==> src/rtl/wb_host_pkg.sv <==
// wb_host_pkg: shared widths, state encoding and default error word for wb_host_sequencer
package wb_host_pkg;
    localparam int WB_ADR_W = 32;
    localparam int WB_DAT_W = 32;
    localparam int WB_SEL_W = 4;
    localparam logic [WB_DAT_W-1:0] ERR_DATA_DEFAULT = 32'hBADC_0FFE;
    typedef enum logic [1:0] {IDLE, BUS, RESP} state_t;
endpackage

==> src/rtl/wb_host_sequencer.sv <==
// wb_host_sequencer: single-transfer Wishbone classic initiator with cmd/rsp valid-ready handshakes and ack timeout
module wb_host_sequencer
    import wb_host_pkg::*;
#(
    parameter int unsigned           TIMEOUT_CYCLES = 256,
    parameter logic [WB_DAT_W-1:0]   ERR_DATA       = ERR_DATA_DEFAULT
) (
    input  logic                wb_clk_i,
    input  logic                wb_rst_i,
    input  logic                cmd_valid_i,
    output logic                cmd_ready_o,
    input  logic                cmd_we_i,
    input  logic [WB_SEL_W-1:0] cmd_sel_i,
    input  logic [WB_ADR_W-1:0] cmd_adr_i,
    input  logic [WB_DAT_W-1:0] cmd_dat_i,
    output logic                rsp_valid_o,
    input  logic                rsp_ready_i,
    output logic [WB_DAT_W-1:0] rsp_dat_o,
    output logic                rsp_err_o,
    output logic                wbm_cyc_o,
    output logic                wbm_stb_o,
    output logic                wbm_we_o,
    output logic [WB_SEL_W-1:0] wbm_sel_o,
    output logic [WB_ADR_W-1:0] wbm_adr_o,
    output logic [WB_DAT_W-1:0] wbm_dat_o,
    input  logic                wbm_ack_i,
    input  logic [WB_DAT_W-1:0] wbm_dat_i,
    output logic                busy_o
);
    localparam int CW = ($clog2(TIMEOUT_CYCLES + 1) > 1) ? $clog2(TIMEOUT_CYCLES + 1) : 1;
    state_t        state;
    logic [CW-1:0] cnt;
    logic          expired;
    assign expired     = (TIMEOUT_CYCLES != 0) && (cnt == CW'(TIMEOUT_CYCLES - 1));
    assign cmd_ready_o = (state == IDLE) && !wb_rst_i;
    assign busy_o      = state != IDLE;
    // Sequencer: launch the bus cycle, wait for ack or timeout, then hold the response until consumed
    always_ff @(posedge wb_clk_i or posedge wb_rst_i) begin
        if (wb_rst_i) begin
            state       <= IDLE;
            cnt         <= '0;
            wbm_cyc_o   <= 1'b0;
            wbm_stb_o   <= 1'b0;
            wbm_we_o    <= 1'b0;
            wbm_sel_o   <= '0;
            wbm_adr_o   <= '0;
            wbm_dat_o   <= '0;
            rsp_valid_o <= 1'b0;
            rsp_dat_o   <= '0;
            rsp_err_o   <= 1'b0;
        end else begin
            case (state)
                IDLE: if (cmd_valid_i) begin
                    wbm_we_o  <= cmd_we_i;
                    wbm_sel_o <= cmd_sel_i;
                    wbm_adr_o <= cmd_adr_i;
                    wbm_dat_o <= cmd_dat_i;
                    wbm_cyc_o <= 1'b1;
                    wbm_stb_o <= 1'b1;
                    cnt       <= '0;
                    state     <= BUS;
                end
                BUS: if (wbm_ack_i || expired) begin
                    wbm_cyc_o   <= 1'b0;
                    wbm_stb_o   <= 1'b0;
                    rsp_valid_o <= 1'b1;
                    rsp_err_o   <= !wbm_ack_i;
                    rsp_dat_o   <= !wbm_ack_i ? ERR_DATA : wbm_we_o ? '0 : wbm_dat_i;
                    state       <= RESP;
                end else if (cnt != '1) begin
                    cnt <= cnt + 1'b1;
                end
                RESP: if (rsp_ready_i) begin
                    rsp_valid_o <= 1'b0;
                    rsp_err_o   <= 1'b0;
                    state       <= IDLE;
                end
                default: state <= IDLE;
            endcase
        end
    end
endmodule

==> config.mk <==
export PLATFORM = sky130hd
export DESIGN_NAME = wb_host_sequencer
export DESIGN_NICKNAME = d
export VERILOG_FILES = /design/src/rtl/wb_host_pkg.sv /design/src/rtl/wb_host_sequencer.sv
export SDC_FILE = /design/constraint.sdc
export NUM_CORES = 1
export LEC_CHECK = 0
export ABC_AREA = 1
export CORE_MARGIN = 2
export CORE_UTILIZATION = 40
export DETAILED_ROUTE_END_ITERATION = 8
export PLACE_DENSITY = 0.84
export SLEW_MARGIN = 20
export SYNTH_ARGS = -nofsm -noshare
export SYNTH_HDL_FRONTEND = slang
export SYNTH_SLANG_ARGS = --single-unit
==> constraint.sdc <==
create_clock -name wb_clk_i -period 12.9 [get_ports wb_clk_i]
set_input_delay 3.225 -clock wb_clk_i [delete_from_list [all_inputs] [get_ports wb_clk_i]]
set_output_delay 3.225 -clock wb_clk_i [all_outputs]
set_load 0.03 [all_outputs]
==> results.json, run 1 <==
{
  "syn_area_um2": 4600,
  "gr-total-overflow": 0,
  "drc": 0,
  "path_clk_slew_ns": 0.05,
  "synth.cells.most_frequent": "nand2_1 (275), dfrtp_1 (115), nor2_1 (37)",
  "routabilityCongestion": 0.815,
  "drt_iter0_markers": 299,
  "drv_slew": 0,
  "hp-class": "reg2reg",
  "design_area_um2": 7400,
  "clockBufferDepth": 2,
  "fmax_ghz": 0.130,
  "htreeDepth": 4,
  "grt_setup_unrepaired": "false",
  "synth_compound_area_share_pct": 3.59,
  "yosysMostFrequentCell": "nand2_1",
  "root_buffer": "clkbuf_16",
  "drv_cap": 0,
  "cts-buffers-inserted": 17,
  "p_sw_mw": 0.852,
  "synth_nets": 637,
  "post_drt_wl_per_cell_um": 13.8,
  "grt_pass1_vias": 4350,
  "r2r_slack_ns": 10.26,
  "synth_top_family_by_area": "simple AND/OR/NAND/NOR gates",
  "yosys.area.top_type": "dfrtp_1",
  "cts_tree": "done",
  "coreArea_um2": 11300,
  "synthArstFlopShare_pct": 100,
  "io_buffers": 212,
  "area_growth_pct": 61.1,
  "syn_area_per_cell_um2": 8.71,
  "finalSetupTns_ns": 0,
  "grt_usage_pct": 20.3,
  "dr_total_vias": 4209,
  "ys_types": 18,
  "reg2regPathDepth": 6,
  "post-route-min-period_ns": 7.71,
  "cp.arrival_ns": 4.48,
  "drive_above_1_share_pct": 5.73,
  "detailed_place_hpwl_um": 8610,
  "ant_nets": 0,
  "dr.pass1.iters": 4,
  "worst_setup_path_start_kind": "input pin",
  "met1_usage_pct": 23.9,
  "crit_fanout": 2,
  "seq_area_frac_synth_pct": 62.6,
  "synth_mux_area_share_pct": 0,
  "synth_ff_type": "dfrtp_1",
  "relSlewSlack_pct": 38.1,
  "grt_busiest_layer": "met2",
  "grt_use_met3_pct": 7.00,
  "multiInputGateArea_um2": 1520,
  "cts_resized": 0,
  "ys_top_cells_by_area": "dfrtp_1 (63%), nand2_1 (22%), nor2_1 (3.0%)",
  "hold_depth": 2,
  "period_share_pct": 59.8,
  "diodes": 0,
  "ys.warnings.count": 0,
  "gr-usage-met2_pct": 34.1,
  "finalWirelength_um": 12400,
  "num-nets-final": 846,
  "grt_pass1_wl_um": 20400,
  "finClkSkew_ns": 0.0141,
  "worstPathRequired_ns": 9.68,
  "postCtsSetupBuffers": 0,
  "synth_edf_count": 0,
  "p_comb_share_pct": 47.0,
  "critPathKind": "in2out",
  "intPower_mw": 1.22,
  "setup_viol": 0,
  "vias_per_cell": 4.71,
  "hold_violations": 0,
  "synth_fa_ha_area_share_pct": 0.817,
  "cts_hold_buf": 0,
  "hold_start": "wbm_adr_o[12]",
  "seq_area_um2": 2880,
  "synthXorXnorAreaFrac_pct": 0,
  "synth_cells": 528,
  "outcome": "completed",
  "worst_slew_pin_slew_ns": 0.928,
  "ir_drop_uv": 173,
  "power_mw": 2.07,
  "hold_end": "wbm_adr_o[12]",
  "cp-end-kind": "primary output",
  "r2r_start": "state[1]",
  "p_per_area_nw_per_um2": 280,
  "die_y_um": 111,
  "clk-insertion-delay-late_ns": 0.40,
  "crit_start": "wb_rst_i",
  "dpl-instance-area_um2": 6790,
  "die_area_um2": 12400,
  "io_pins": 213,
  "fp.dieW_um": 111,
  "p_sw_share_pct": 41.1,
  "clkPwrFrac_pct": 23.5,
  "cts.sink_count": 115,
  "core.rowCount": 39,
  "ys_ff_latch": 115,
  "synth-simple-area-share_pct": 28.6,
  "initial_utilization_pct": 40.6,
  "grt_max_degree": 77,
  "grt_antenna_before_repair": 0,
  "timing.rr.end": "wbm_adr_o[5]",
  "nFillCells": 926,
  "synth_top_cell_area_share_pct": 62.6,
  "p_leak_nw": 3.54,
  "power_frac_seq_pct": 29.5
}
state kept, by name, indices dropped and copies added (netlist names):
register and cells:
state 2, wbm_adr_o 32, rsp_err_o 1, wbm_we_o 1
wbm_dat_o 32, wbm_stb_o 1, rsp_valid_o 1, rsp_dat_o 32
cnt 9, wbm_sel_o 4
worst max-delay path, cell delays in order:
cell and delay (ns):
clkdlybuf4s50_1 0.47, nor2_1 0.12, clkdlybuf4s50_1 0.67
through the flow:
| step | worst slack, ns | utilization, % | cells | hold slack [ns] |
|---|---|---|---|---|
| after floorplan | 6.04 | - | 528 | 0.452 |
| after global placement | 5.19 | 59.9 | 861 | 0.461 |
| after detailed placement | 5.19 | 59.9 | 861 | 0.464 |
| after CTS | 5.19 | 65.4 | 893 | 0.480 |
| after global routing | 5.13 | 65.4 | 893 | 0.500 |
| final | 5.19 | 65.4 | 893 | 0.476 |
how the worst max path moves through the flow:
| stage | endpoint | slack (ns) | cells after the start |
|---|---|---|---|
| finish | cmd_ready_o | 5.19 | 3 |
| global route | cmd_ready_o | 5.13 | 3 |
| CTS | cmd_ready_o | 5.19 | 3 |
| detailed placement | cmd_ready_o | 5.19 | 3 |
| global placement | cmd_ready_o | 5.19 | 3 |
| floorplan | cmd_ready_o | 6.04 | 1 |
final cells by class:
class | instances | share of cell area, %
Clock inverter | 13 | 2.48
Timing Repair Buffer | 215 | 29.0
Multi-Input combinational cell | 371 | 20.5
Inverter | 17 | 0.912
Sequential cell | 115 | 38.9
Clock buffer | 19 | 5.85
Tap cell | 143 | 2.42
cell families (layout without fill, tap and decap cells):
logic type	Yosys count	in the layout
compound gates	32	32
buf+inv	42	264
fa+ha+maj	3	3
flops	115	115
simple gates	336	336
placed cells by master, fill, tap and decap left out, types with 4 or more instances in the layout:
master and count:
a21oi_1 24, bufinv_16 4, clkbuf_16 17, clkdlybuf4s50_1 212
clkinvlp_4 6, dfrtp_1 115, inv_1 12, nand2_1 275
nand3_1 18, nor2_1 37, o21ai_0 5
layer usage:
metal	vias up	wire (µm)
met5	-	0
met4	0	263
met3	21	952
met2	172	6010
met1	1972	5140
li1	2044	-
power groups by stage:
stage               clock, mW  sequential (mW)  combinational [mW]
floorplan                   0            0.905               0.268
global placement            0            0.603               0.958
detailed placement          0            0.613               0.981
CTS                     0.496            0.612               0.984
global route            0.517            0.630                1.04
finish                  0.487            0.612               0.974
(Power assumes the default switching activity.)
==> run 2, diff against run 1 <==
- CORE_UTILIZATION: 40 -> 37
- PLACE_DENSITY: 0.84 -> 0.82
- clock period: 12.9 -> 6.55 ns (I/O delays scaled with it)
==> run 2 against run 1 <==
  * First-iteration DRC count shrank 47%
  * Flip-flop and latch count is the same
  * Via count shrank 0.59%
  * Worst hold slack is essentially flat
  * Worst setup slack lost 3.2 ns
  * Final cell count grew 2.6%
  * Clock power grew 90%
  * Non-clock buffer count shrank 1
  * Global-route usage shrank 1.9 points
  * Register-to-register slack lost 6.4 ns
==> results.json, run 2 (synthesis gave the netlist of run 1 again) <==
{
  "outcome": "completed",
  "p_sw_share_pct": 41.1,
  "setup_viol": 0,
  "r2r_start": "state[1]",
  "initial_utilization_pct": 38.1,
  "met2WireLength_um": 5780,
  "p_sw_mw": 1.66,
  "drive_above_1_share_pct": 5.75,
  "cts_resized": 0,
  "grt_setup_unrepaired": "false",
  "crit_start": "wb_rst_i",
  "hold_depth": 2,
  "post_drt_wl_per_cell_um": 13.2,
  "grt_pass1_vias": 4136,
  "period_share_pct": 69.1,
  "grt_antenna_before_repair": 0,
  "drv_cap": 0,
  "vias_per_cell": 4.57,
  "r2r_slack_ns": 3.90,
  "die_y_um": 115,
  "cts-buffers-inserted": 17,
  "relSlewSlack_pct": 37.8,
  "drc": 0,
  "worst_slew_pin_slew_ns": 0.933,
  "io_pins": 213,
  "post-route-min-period_ns": 4.53,
  "p_leak_nw": 3.55,
  "final_cell_mix": "nand2_1 (275), clkdlybuf4s50_1 (212), dfrtp_1 (115), nor2_1 (36), a21oi_1 (24)",
  "dr_wl_met3_um": 1280,
  "layout_commonest_cell": "nand2_1",
  "dr_total_vias": 4184,
  "clk-insertion-delay-late_ns": 0.40,
  "p_per_area_nw_per_um2": 545,
  "cp-end-kind": "primary output",
  "cts_hold_buf": 0,
  "fmax_ghz": 0.221,
  "reg2regPathDepth": 6,
  "ant_nets": 0,
  "hold_start": "wbm_adr_o[7]",
  "finClkSkew_ns": 0.00650,
  "power_frac_seq_pct": 29.8,
  "drv_slew": 0,
  "clkPwrFrac_pct": 22.9,
  "stdcell_count": 916,
  "io_buffers": 212,
  "met1_length_um": 4900,
  "grt_usage_pct": 18.4,
  "postCtsSetupBuffers": 0,
  "crit_fanout": 2,
  "p_comb_share_pct": 47.3,
  "routabilityCongestion": 0.765,
  "cp.arrival_ns": 2.89,
  "worst_setup_path_start_kind": "input pin",
  "clockBufferDepth": 2,
  "num-nets-final": 845,
  "grt_max_degree": 77,
  "reg.largest.list": "rsp_dat_o x32, wbm_adr_o x32, wbm_dat_o x32",
  "coreArea_um2": 12100,
  "gr-total-overflow": 0,
  "finalSetupTns_ns": 0,
  "die_area_um2": 13300,
  "ir_drop_uv": 283,
  "diodes": 0,
  "core.rowCount": 40,
  "drt_iter0_markers": 159,
  "grt_pass1_wl_um": 19100,
  "cts_tree": "done",
  "dr.max_layer_used": "met4",
  "path_clk_slew_ns": 0.05,
  "seq_area_um2": 2880,
  "finalWirelength_um": 12100,
  "fp.dieW_um": 115,
  "nFillCells": 975,
  "detailed_place_hpwl_um": 8290,
  "hp-class": "reg2reg",
  "hold_violations": 0,
  "worstPathRequired_ns": 4.91,
  "root_buffer": "clkbuf_16",
  "critPathKind": "in2out",
  "intPower_mw": 2.38,
  "htreeDepth": 4,
  "cts.sink_count": 115,
  "area_growth_pct": 61.1,
  "dp.cells": 885,
  "multiInputGateArea_um2": 1520,
  "dr.pass1.iters": 4
}
[run 2: changes by cell type in the layout (fill, tap and decap cells not counted)]
| cell | previous run | this run |
|---|---|---|
| clkinv_2 | 3 | 7 |
| clkinvlp_4 | 6 | 2 |
| clkbuf_8 | 0 | 2 |
| buf_4 | 3 | 2 |
| bufinv_16 | 4 | 3 |
| clkbuf_1 | 2 | 1 |
| inv_6 | 1 | 0 |
| nor2_1 | 37 | 36 |
| nor2_2 | 1 | 2 |
[run 2: final timing paths]
path | end
min reg2reg | wbm_adr_o[7]
min in group asynchronous | rsp_dat_o[24]
max | cmd_ready_o
max in group asynchronous | wbm_adr_o[13]
min | wbm_adr_o[7]
max reg2reg | wbm_adr_o[13]
[run 2: layout make-up]
type                       instances  area share, %
clock buffer                      20           6.17
clock inverter                    11           1.82
inverter                          17          0.912
multi-input combinational        371           20.5
sequential                       115           38.9
tap                              168           2.84
timing repair buffer             214           28.9
[run 2: per-stage QoR]
step / setup slack [ns] / cell area [µm²] / utilization, % / hold WS, ns / power (mW)
2_1_floorplan: 1.87 / 4600 / - / 0.452 / 2.31
3_3_place_gp: 2.01 / 6810 / 56.5 / 0.461 / 3.08
3_5_place_dp: 2.01 / 6810 / 56.5 / 0.465 / 3.13
4_1_cts: 2.01 / 7400 / 61.4 / 0.479 / 4.08
5_1_grt: 1.96 / 7410 / 61.4 / 0.496 / 4.27
6_report: 2.02 / 7410 / 61.4 / 0.476 / 4.03
[run 2: worst max-delay path: stages]
cell	delay [ns]
clkdlybuf4s50_1	0.47
nor2_1	0.12
clkdlybuf4s50_1	0.67
[run 2: layer usage]
layer	up-vias	global-route usage, %
met5	-	0
met4	0	6.27
met3	11	8.47
met2	191	30.7
met1	1942	21.0
li1	2040	-
[run 2: power groups by stage]
stage               clock network, mW  logic (mW)  registers, mW
finish                          0.923        1.91           1.20
global route                    0.977        2.05           1.24
CTS                             0.945        1.93           1.20
detailed placement                  0        1.92           1.21
global placement                    0        1.88           1.19
floorplan                           0       0.529           1.78
